--- src/rtl/voting_pkg.sv ---
// Shared types and constants for the booth vote scheduler.
// Latency: n/a (declarations only).
// Backpressure: n/a.
package voting_pkg;

    localparam int NUM_BOOTHS  = 4;
    localparam int BOOTH_IDX_W = 2;
    localparam int CNT_W       = 8;

    typedef enum logic [1:0] {
        ST_IDLE   = 2'b00,
        ST_OPEN   = 2'b01,
        ST_DRAIN  = 2'b10,
        ST_CLOSED = 2'b11
    } state_e;

    typedef enum logic [1:0] {
        CH_A       = 2'b00,
        CH_B       = 2'b01,
        CH_C       = 2'b10,
        CH_INVALID = 2'b11
    } choice_e;

    // Counters stick at all-ones instead of wrapping.
    function automatic logic [CNT_W-1:0] sat_inc(input logic [CNT_W-1:0] v);
        return (v == {CNT_W{1'b1}}) ? v : v + 1'b1;
    endfunction

    function automatic logic [NUM_BOOTHS-1:0] booth_onehot(input logic [BOOTH_IDX_W-1:0] idx);
        logic [NUM_BOOTHS-1:0] oh;
        oh      = '0;
        oh[idx] = 1'b1;
        return oh;
    endfunction

endpackage

--- src/rtl/rr_arbiter_4.sv ---
// Four-way round-robin arbiter; priority starts at ptr, ptr moves past each grant.
// Latency: grant is combinational from req; pointer updates on the clock after advance.
// Backpressure: none; caller masks req and asserts advance only when a grant is consumed.
//
// Ports: clk/rst_n  clock and async active-low reset (pointer returns to booth 0)
//        req        per-booth request vector
//        advance    grant consumed this cycle, move pointer past grant_idx
//        grant      one-hot grant (all zero when no request)
//        grant_idx  binary index of grant (0 when no request)
module rr_arbiter_4
    import voting_pkg::*;
(
    input  logic                   clk,
    input  logic                   rst_n,
    input  logic [3:0]             req,
    input  logic                   advance,
    output logic [3:0]             grant,
    output logic [BOOTH_IDX_W-1:0] grant_idx
);

    logic [BOOTH_IDX_W-1:0] ptr;
    logic [BOOTH_IDX_W-1:0] cand;
    logic                   found;

    // Scan the four booths starting at ptr, wrapping via 2-bit arithmetic.
    always_comb begin
        grant     = '0;
        grant_idx = '0;
        found     = 1'b0;
        cand      = '0;
        for (int k = 0; k < 4; k++) begin
            cand = ptr + BOOTH_IDX_W'(k);
            if (!found && req[cand]) begin
                found     = 1'b1;
                grant_idx = cand;
            end
        end
        if (found) begin
            grant[grant_idx] = 1'b1;
        end
    end

    always_ff @(posedge clk or negedge rst_n) begin
        if (!rst_n) begin
            ptr <= '0;
        end else if (advance && found) begin
            ptr <= grant_idx + 1'b1;
        end
    end

endmodule

--- src/rtl/booth_vote_scheduler.sv ---
// Voting session controller: arbitrates booth requests, streams votes to the tally, acks/nacks booths.
// Latency: selection -> cast_valid or booth_nack next cycle; handshake -> booth_ack next cycle.
// Backpressure: cast held stable while cast_ready is low; no new selection while a cast is pending.
//
// Ports: clk/rst_n            clock, async active-low reset
//        open_req/close_req   one-cycle session control pulses
//        booth_req/choice     per-booth request level and 2-bit choice (booth i at [2i+1:2i])
//        booth_ack/nack       one-cycle per-booth result pulses
//        cast_valid/choice/booth/ready   vote stream to the tally counter
//        state_out, voted_mask, total_votes, reject_count   status
module booth_vote_scheduler #(
    parameter int NUM_BOOTHS = voting_pkg::NUM_BOOTHS
) (
    input  logic                    clk,
    input  logic                    rst_n,
    input  logic                    open_req,
    input  logic                    close_req,
    input  logic [NUM_BOOTHS-1:0]   booth_req,
    input  logic [2*NUM_BOOTHS-1:0] booth_choice,
    output logic [NUM_BOOTHS-1:0]   booth_ack,
    output logic [NUM_BOOTHS-1:0]   booth_nack,
    output logic                    cast_valid,
    output logic [1:0]              cast_choice,
    output logic [1:0]              cast_booth,
    input  logic                    cast_ready,
    output logic [1:0]              state_out,
    output logic [NUM_BOOTHS-1:0]   voted_mask,
    output logic [7:0]              total_votes,
    output logic [7:0]              reject_count
);
    import voting_pkg::*;

    state_e                 state_q;
    state_e                 state_d;
    logic [3:0]             arb_req;
    logic [3:0]             grant;
    logic [BOOTH_IDX_W-1:0] grant_idx;
    logic [1:0]             sel_choice;
    logic                   sel_vld;
    logic                   eligible;
    logic                   launch;
    logic                   reject;
    logic                   handshake;
    logic                   open_entry;

    assign handshake = cast_valid && cast_ready;

    // A booth pulsed this cycle has not yet had a chance to drop its request,
    // so it sits out one round. Nothing is selected while a cast is outstanding.
    assign arb_req = cast_valid ? 4'b0000 : (booth_req & ~(booth_ack | booth_nack));

    rr_arbiter_4 u_arb (
        .clk       (clk),
        .rst_n     (rst_n),
        .req       (arb_req),
        .advance   (sel_vld),
        .grant     (grant),
        .grant_idx (grant_idx)
    );

    assign sel_vld    = |grant;
    assign sel_choice = booth_choice[{grant_idx, 1'b0} +: 2];
    assign eligible   = (state_q == ST_OPEN) && !voted_mask[grant_idx]
                        && (sel_choice != CH_INVALID);
    assign launch     = sel_vld && eligible;
    assign reject     = sel_vld && !eligible;

    // Session FSM. In OPEN an open_req is ignored, so close always wins there.
    always_ff @(posedge clk or negedge rst_n) begin
        if (!rst_n) begin
            state_q <= ST_IDLE;
        end else begin
            state_q <= state_d;
        end
    end

    always_comb begin
        state_d = state_q;
        unique case (state_q)
            ST_IDLE, ST_CLOSED: if (open_req)    state_d = ST_OPEN;
            ST_OPEN:            if (close_req)   state_d = ST_DRAIN;
            ST_DRAIN:           if (!cast_valid) state_d = ST_CLOSED;
            default:            state_d = state_q;
        endcase
    end

    assign open_entry = (state_d == ST_OPEN) && (state_q != ST_OPEN);
    assign state_out  = state_q;

    // Launch and handshake are mutually exclusive (launch needs cast_valid low),
    // which also keeps ack and nack from ever firing in the same cycle.
    always_ff @(posedge clk or negedge rst_n) begin
        if (!rst_n) begin
            cast_valid   <= 1'b0;
            cast_choice  <= '0;
            cast_booth   <= '0;
            booth_ack    <= '0;
            booth_nack   <= '0;
            voted_mask   <= '0;
            total_votes  <= '0;
            reject_count <= '0;
        end else begin
            booth_ack  <= handshake ? booth_onehot(cast_booth) : '0;
            booth_nack <= reject    ? booth_onehot(grant_idx)  : '0;

            if (launch) begin
                cast_valid  <= 1'b1;
                cast_booth  <= grant_idx;
                cast_choice <= sel_choice;
            end else if (handshake) begin
                cast_valid  <= 1'b0;
            end

            if (open_entry) begin
                voted_mask   <= '0;
                total_votes  <= '0;
                reject_count <= '0;
            end else begin
                if (handshake) begin
                    voted_mask  <= voted_mask | booth_onehot(cast_booth);
                    total_votes <= sat_inc(total_votes);
                end
                if (reject) begin
                    reject_count <= sat_inc(reject_count);
                end
            end
        end
    end

endmodule
--- config.mk ---
export PLATFORM = sky130hd
export DESIGN_NAME = booth_vote_scheduler
export DESIGN_NICKNAME = d
export VERILOG_FILES = /design/src/rtl/voting_pkg.sv /design/src/rtl/rr_arbiter_4.sv /design/src/rtl/booth_vote_scheduler.sv
export SDC_FILE = /design/constraint.sdc
export NUM_CORES = 1
export LEC_CHECK = 0
export CAP_MARGIN = 20
export CORE_ASPECT_RATIO = 1.25
export CORE_MARGIN = 10
export CORE_UTILIZATION = 33
export CTS_BUF_LIST = sky130_fd_sc_hd__clkbuf_2 sky130_fd_sc_hd__clkbuf_4 sky130_fd_sc_hd__clkbuf_8
export DETAILED_ROUTE_END_ITERATION = 16
export GPL_TIMING_DRIVEN = 1
export PLACE_DENSITY_LB_ADDON = 0.3
export SETUP_SLACK_MARGIN = 0.4
export SYNTH_ARGS = -nofsm -noshare
export SYNTH_HDL_FRONTEND = slang
export SYNTH_HIERARCHICAL = 1
export SYNTH_SLANG_ARGS = --single-unit
--- constraint.sdc ---
create_clock -name clk -period 4.1 [get_ports clk]
set_clock_uncertainty 0.2 [all_clocks]
set_input_delay 1.025 -clock clk [delete_from_list [all_inputs] [get_ports clk]]
set_output_delay 1.025 -clock clk [all_outputs]
set_load 0.05 [all_outputs]
; ---- Yosys cells after proc, flatten, opt, wreduce, memory -nomap -nowiden
; Index checks and enable logic that the tools add are counted.
[word_totals]
ff_bits = 37
inputBits = 17
out_inout_bits = 35
wordCells = 104
[classes]
addsub = 6
magnitude_cmp = 8
n_eq_ne = 10
shifts = 1
muxes = 40
bitwise_logic = 4
reduce_logical = 25
[ops]
columns = op, n
row1 = 8-bit two-way mux, 6
row2 = 4-bit two-way mux, 6
row3 = "2-bit by 3-bit < comparator with 1-bit output, second input constant", 6
row4 = "8-bit by 1-bit adder with 8-bit output, second input constant", 2
row5 = "8-bit equality test, second input constant", 2
row6 = 2-bit two-way mux, 7
row7 = 1-bit two-way mux, 13
row8 = 1-bit logical AND, 12
row9 = 1-bit binary-select mux with 2-bit select, 5
row10 = 4-bit bitwise OR, 2
row11 = 8-bit by 4-bit variable part select with 2-bit output, 1
row12 = "2-bit != test, second input constant", 3
row13 = 2-bit case mux with 3 select lines, 1
row14 = 2-bit nonzero test, 3
row15 = 1-bit zero test, 5
row16 = "2-bit by 1-bit adder with 2-bit output, second input constant", 2
row17 = "2-bit adder, second input constant", 2
row18 = 4-bit AND, 1
row19 = 1-bit demux with 2-bit select, 2
row20 = "2-bit by 1-bit equality test with 1-bit output, second input constant", 2
row21 = "2-bit equality test, second input constant", 2
row22 = "2-bit by 1-bit >= comparator with 1-bit output, second input constant", 2
row23 = 4-bit NOT, 1
row24 = 2-bit AND reduction, 2
row25 = 4 further kinds, 4

; ---- Logic depth before layout (Yosys ltp)
[depth]
ltp_word = 25
ltp_mapped = 12
depth_no_buf = 11

; ---- Hierarchy
; Netlist, hierarchy kept.
[by_module_without_submodules]
columns = module, n_inst, cells_per_inst, area_per_inst_um2, seq_area_each_um2
row1 = booth_vote_scheduler, 1, 169, 1849.3, 875.8
row2 = rr_arbiter_4, 1, 29, 274.0, 50.0

; ---- Least setup slack after synthesis
; No wires, ideal clock.
[synth_path]
path_kind = input -> register
from = input booth_req[3]
to = register cast_booth[0]
setup_time_ps = 125
arrival_time_ps = 3948
t_required_ps = 3775
setup_slack_ps = -173
cell_stages = 10
path_cell_list = nor4b_1 -> mux2i_1 -> nand2_1 -> and3_1 -> buf_6 -> mux4_2 -> a211oi_4 -> and2_1 -> buf_6 -> mux2_4
[synth_via]
elab_chain_len = 21
elab_cells_between_ends = 39
classes_between = 2 x order compare / 1 x eq/ne / 1 x shift / 22 x mux / 1 x bitwise / 12 x reduce/logical
[synth_rtl]
columns = item, line
row1 = "start, declared", booth_vote_scheduler.sv:18  ; input logic [NUM_BOOTHS-1:0] booth_req,
row2 = 4-bit AND (*), booth_vote_scheduler.sv:50  ; assign arb_req = cast_valid ? 4'b0000 : (booth_req & ~(booth_ack | booth_nack));
row3 = 4-bit two-way mux (*), booth_vote_scheduler.sv:50
row4 = 1-bit binary-select mux with 2-bit select, rr_arbiter_4.sv:33  ; if (!found && req[cand]) begin
row5 = 1-bit two-way mux (not written as such), rr_arbiter_4.sv:33
row6 = 1-bit two-way mux, rr_arbiter_4.sv:33
row7 = 1-bit zero test, rr_arbiter_4.sv:33
row8 = 1-bit logical AND, rr_arbiter_4.sv:33
row9 = 1-bit two-way mux, rr_arbiter_4.sv:33
row10 = [... 6 more ...], n/a
row11 = net grant_idx[0], booth_vote_scheduler.sv:37  ; logic [BOOTH_IDX_W-1:0] grant_idx;
row12 = 2-bit by 3-bit < comparator with 1-bit output (not written as such) / 2-bit by 1-bit >= comparator with 1-bit output (equally long branches), rr_arbiter_4.sv:39  ; grant[grant_idx] = 1'b1;
row13 = 1-bit logical AND (not written as such), rr_arbiter_4.sv:39
row14 = 1-bit two-way mux (not written as such), rr_arbiter_4.sv:39
row15 = 1-bit demux with 2-bit select, n/a
row16 = 4-bit two-way mux, rr_arbiter_4.sv:38  ; if (found) begin
row17 = 4-bit OR reduction, booth_vote_scheduler.sv:61  ; assign sel_vld = |grant;
row18 = 1-bit logical AND, booth_vote_scheduler.sv:65  ; assign launch = sel_vld && eligible;
row19 = "end signal, assigned", booth_vote_scheduler.sv:108  ; cast_booth <= grant_idx;
row20 = "end, declared", booth_vote_scheduler.sv:24  ; output logic [1:0] cast_booth,
; The timed path passes the listed nets; every way through them passes the cells marked *. The select of a mux whose other input is x is not followed.
; A chain may end at the register's enable or synchronous reset.

; ---- Worst setup path in the final report
[layout_path]
from = input booth_req[2]
to = register reject_count[0]
[layout_via]
elab_chain_len = 23
elab_cells_between_ends = 42
classes_between = 2 x order compare / 1 x eq/ne / 1 x shift / 22 x mux / 1 x bitwise / 15 x reduce/logical
[layout_rtl]
columns = item, line
row1 = 4-bit AND (*), booth_vote_scheduler.sv:50
row2 = 4-bit two-way mux (*), booth_vote_scheduler.sv:50
row3 = net arb_req[2], booth_vote_scheduler.sv:35  ; logic [3:0] arb_req;
row4 = 1-bit binary-select mux with 2-bit select, rr_arbiter_4.sv:33
row5 = 1-bit two-way mux (not written as such), rr_arbiter_4.sv:33
row6 = 1-bit two-way mux, rr_arbiter_4.sv:33
row7 = 1-bit zero test, rr_arbiter_4.sv:33
row8 = 1-bit logical AND, rr_arbiter_4.sv:33
row9 = [... 7 more ...], n/a
row10 = net grant_idx[0], booth_vote_scheduler.sv:37
row11 = [... 1 more ...], n/a
row12 = 1-bit logical AND (not written as such) / 1-bit two-way mux (equally long branches), "rr_arbiter_4.sv:39, booth_vote_scheduler.sv:63"
row13 = 1-bit two-way mux (not written as such) / 1-bit zero test (equally long branches), "rr_arbiter_4.sv:39, booth_vote_scheduler.sv:63"
row14 = 1-bit demux with 2-bit select / 1-bit logical AND (equally long branches), n/a
row15 = 4-bit two-way mux / 1-bit logical AND (equally long branches), "rr_arbiter_4.sv:38, booth_vote_scheduler.sv:64"
row16 = 4-bit OR reduction / 1-bit zero test (equally long branches), "booth_vote_scheduler.sv:61, booth_vote_scheduler.sv:66"
row17 = 1-bit logical AND (*), booth_vote_scheduler.sv:66  ; assign reject = sel_vld && !eligible;
row18 = 2-bit nonzero test (no source line) (*), n/a
row19 = 2-bit AND reduction (no source line) (*), n/a
row20 = "end signal, assigned", booth_vote_scheduler.sv:124  ; reject_count <= sat_inc(reject_count);
row21 = "end, declared", booth_vote_scheduler.sv:29  ; output logic [7:0] reject_count
; Marks and branches as above.

==> summary.md <==
| Metric | Value |
|---|---|
| Drt total wl | 5695 microns |
| DP Area | 0.002858 sq mm |
| Worst-path clk slew | 0.07 ns |
| Final Hold Vio Count | 0 |
| RSZ-0062 raised after global routing | false |
| PwrDens | 856.6 mW/mm^2 |
| Yosys warns | 6 |
| P_leak | 1.344 nW |
| Minimum clock period | 3.617 ns |
| Die width | 91.75 microns |
| CP Capture Type | flop |
| Routed WL per cell | 15.82 microns |
| Final ANT Viol Nets | 0 |
| Relative slew slack | 43.73% |
| Max IR drop VDD | 0.5066 mV |
| H-tree depth | 2 |
| Outcome | finished, final reports clean |
| FMAX | 0.2764 GHz |
| First-pass GRT wire length | 9018 microns |
| Mapped Area | 0.002123 sq mm |
| Max-slew violations | 0 |
| Pin count of the biggest net entering global routing | 38 |
| Met1 Usage GRT | 12.71% |
| Ant. Diodes | 0 |
| Number of global-route vias before repair | 1839 |
| Hold Crit Class | reg2reg |
| Total of max-cap violations | 0 |
| Full die area | 0.01006 sq mm |
| Syn_nets | 224 |
| Initial antenna violation count | 0 |
| CTS buffer count | 5 |
| Total track usage | 11.09% |
| Clock latency on the worst-skew pair | 0.29 ns |
| CP Class | in2reg |
| Main synth FF type | dfrtp_1 |
| Avg Inst Size Synth | 10.72 sq um |
| Count of unique library cells instantiated by Yosys | 58 |
| Part of the Yosys area used for sequential elements | 43.61% |
| DRC Markers | 0 |
| Dpl hpwl | 4159 microns |
| # port buffers | 51 |
| Clk root buf | clkbuf_8 |
| Startpoint types | primary input |
| Critical Path RT | 4.12 ns |
| Crit path arrival time | 3.64 ns |
| Cell Rows | 32 |
| DRT Pass-1 Iters | 6 |
| Period utilisation layout | 88.23% |
| Commonest non-fill, non-tap cell in the layout | clkdlybuf4s50_1 |
| Global routing usage on met3 | 5.184% |
| Io pins | 52 |
| Post-Synthesis Cells | 198 |
| Post-synth EDFFs | 0 |
| Final Setup Violations | 0 |
| GR Layer Usage met2 | 18.16% |
| Number of instances in the placed design | 341 |
| CTS max path bufs | 2 |
| Vert. Die Dim | 109.7 microns |
| Synth-to-layout area growth | 45.37% |
| GR Overflow Total | 0 |
| Post-synth ARST share | 100.0% |
| Layout Nets | 301 |
| Setup TNS Final | 0 ns |
| Post-route insts no fill | 360 |
| Post-synthesis register bit count | 37 |
| DRT iter0 DRCs | 59 |
| Layout cells sized above 1 | 24.73% |
| Design area | 0.003087 sq mm |
| Num Clock Sinks | 37 |
| Most frequent cells in the layout | clkdlybuf4s50_1, dfrtp_1, buf_4 |
| Total number of vias | 1831 |
| Core Area | 0.006206 sq mm |
| CP max FO | 7 |
| CTS tree | yes |
| WHS | 0.3352 ns |
| Grt peak-use layer | met2 |
| Worst slew pin tran | 0.8440 ns |
| Via density | 5.086 |
| Gpl congestion | 0.8692 |
| Starting Density | 34.21% |
| Final core utilization | 49.74% |
==> report_power, final <==
group	total [W]	internal, W	switching (W)
Sequential	0.000598	0.000470	0.000129
Clock	0.000307	0.000177	0.000130
Combinational	0.00174	0.000789	0.000950
==> through the flow <==
step	worst slack, ns	total power, W
floorplan	0.3895	0.001711
global placement	0.04080	0.002157
detailed placement	-0.01813	0.002174
CTS	0.3870	0.002504
global route	0.3854	0.002813
finish	0.4826	0.002644
==> worst max-delay path, stage by stage <==
cell,delay [ns]
clkdlybuf4s50_1,0.46
nor4b_4,0.21
nand2b_1,0.09
a21o_1,0.21
and3_4,0.19
mux4_2,0.38
a211oi_4,0.08
buf_6,0.13
buf_4,0.13
buf_4,0.13
or3_2,0.46
a21oi_2,0.14
==> path summary, 6_finish.rpt <==
check | slack [ns] | depth (start not counted) | to | start
max | 0.48 | 12 | reject_count[0] | booth_req[2]
min | 0.34 | 1 | cast_choice[0] | cast_choice[0]
max reg2reg | 0.72 | 11 | reject_count[0] | cast_valid
min reg2reg | 0.34 | 1 | cast_choice[0] | cast_choice[0]
max in group asynchronous | 2.53 | 1 | booth_nack[0] | rst_n
min in group asynchronous | 0.63 | 1 | state_out[1] | rst_n
==> cell type report <==
class / instances / area, sq um
clock buffer: 5 / 68.82
clock inverter: 2 / 35.03
fill: 598 / 3119
inverter: 14 / 52.55
multi-input combinational: 142 / 1206
sequential: 37 / 925.9
tap: 85 / 106.4
timing repair buffer: 75 / 691.9
==> synthesized netlist by cell type, types with 3 or more instances <==
cell,n,share of area (%)
o21ai_0,6,1.4
nor2_1,16,2.8
ha_1,9,5.3
or3_2,4,1.4
nand3_1,6,1.4
nand2_1,7,1.2
nor3_1,7,1.6
a21oi_1,8,1.9
mux2i_1,4,1.9
inv_1,14,2.5
dfrtp_1,37,44
and2b_1,3,1.1
o31ai_1,5,1.8
buf_6,3,1.6
nor3b_1,3,1.1
mux2_4,4,2.8
and3_1,6,1.8
and2_1,3,0.88
nor4b_1,4,1.6
==> registers in the layout, summed over array words and instances, names as in the netlist <==
name / count
booth_ack: 4
booth_nack: 4
cast_booth: 2
cast_choice: 2
cast_valid: 1
reject_count: 8
state_out: 2
total_votes: 8
u_arb/ptr: 2
voted_mask: 4
==> cell families after synthesis <==
group | Yosys count | synth area share [%]
AO/OA/AOI/OAI | 41 | 15.56
adder cells (fa/ha/maj) | 9 | 5.304
XOR/XNOR | 4 | 1.650
flip-flops | 37 | 43.61
AND/OR/NAND/NOR | 76 | 20.86
multiplexers | 12 | 8.604
buffers and inverters | 19 | 4.420
==> metal layers <==
| layer | share of wire [%] | wire length, microns |
|---|---|---|
| met1 | 42 | 2379 |
| met2 | 49 | 2793 |
| met3 | 7.9 | 449 |
| met4 | 1.3 | 72 |
| met5 | 0 | 0 |
==> repair_timing <==
action,4_1_cts,5_1_grt
setup buffers,2,9
gates cloned,0,1
pin swaps,0,7
setup endpoints to repair,11,19
gates resized for setup,3,14
endpoints found under the hold margin,0,0
hold buffers,0,0
No activity file was read; power rests on OpenSTA's default activity.
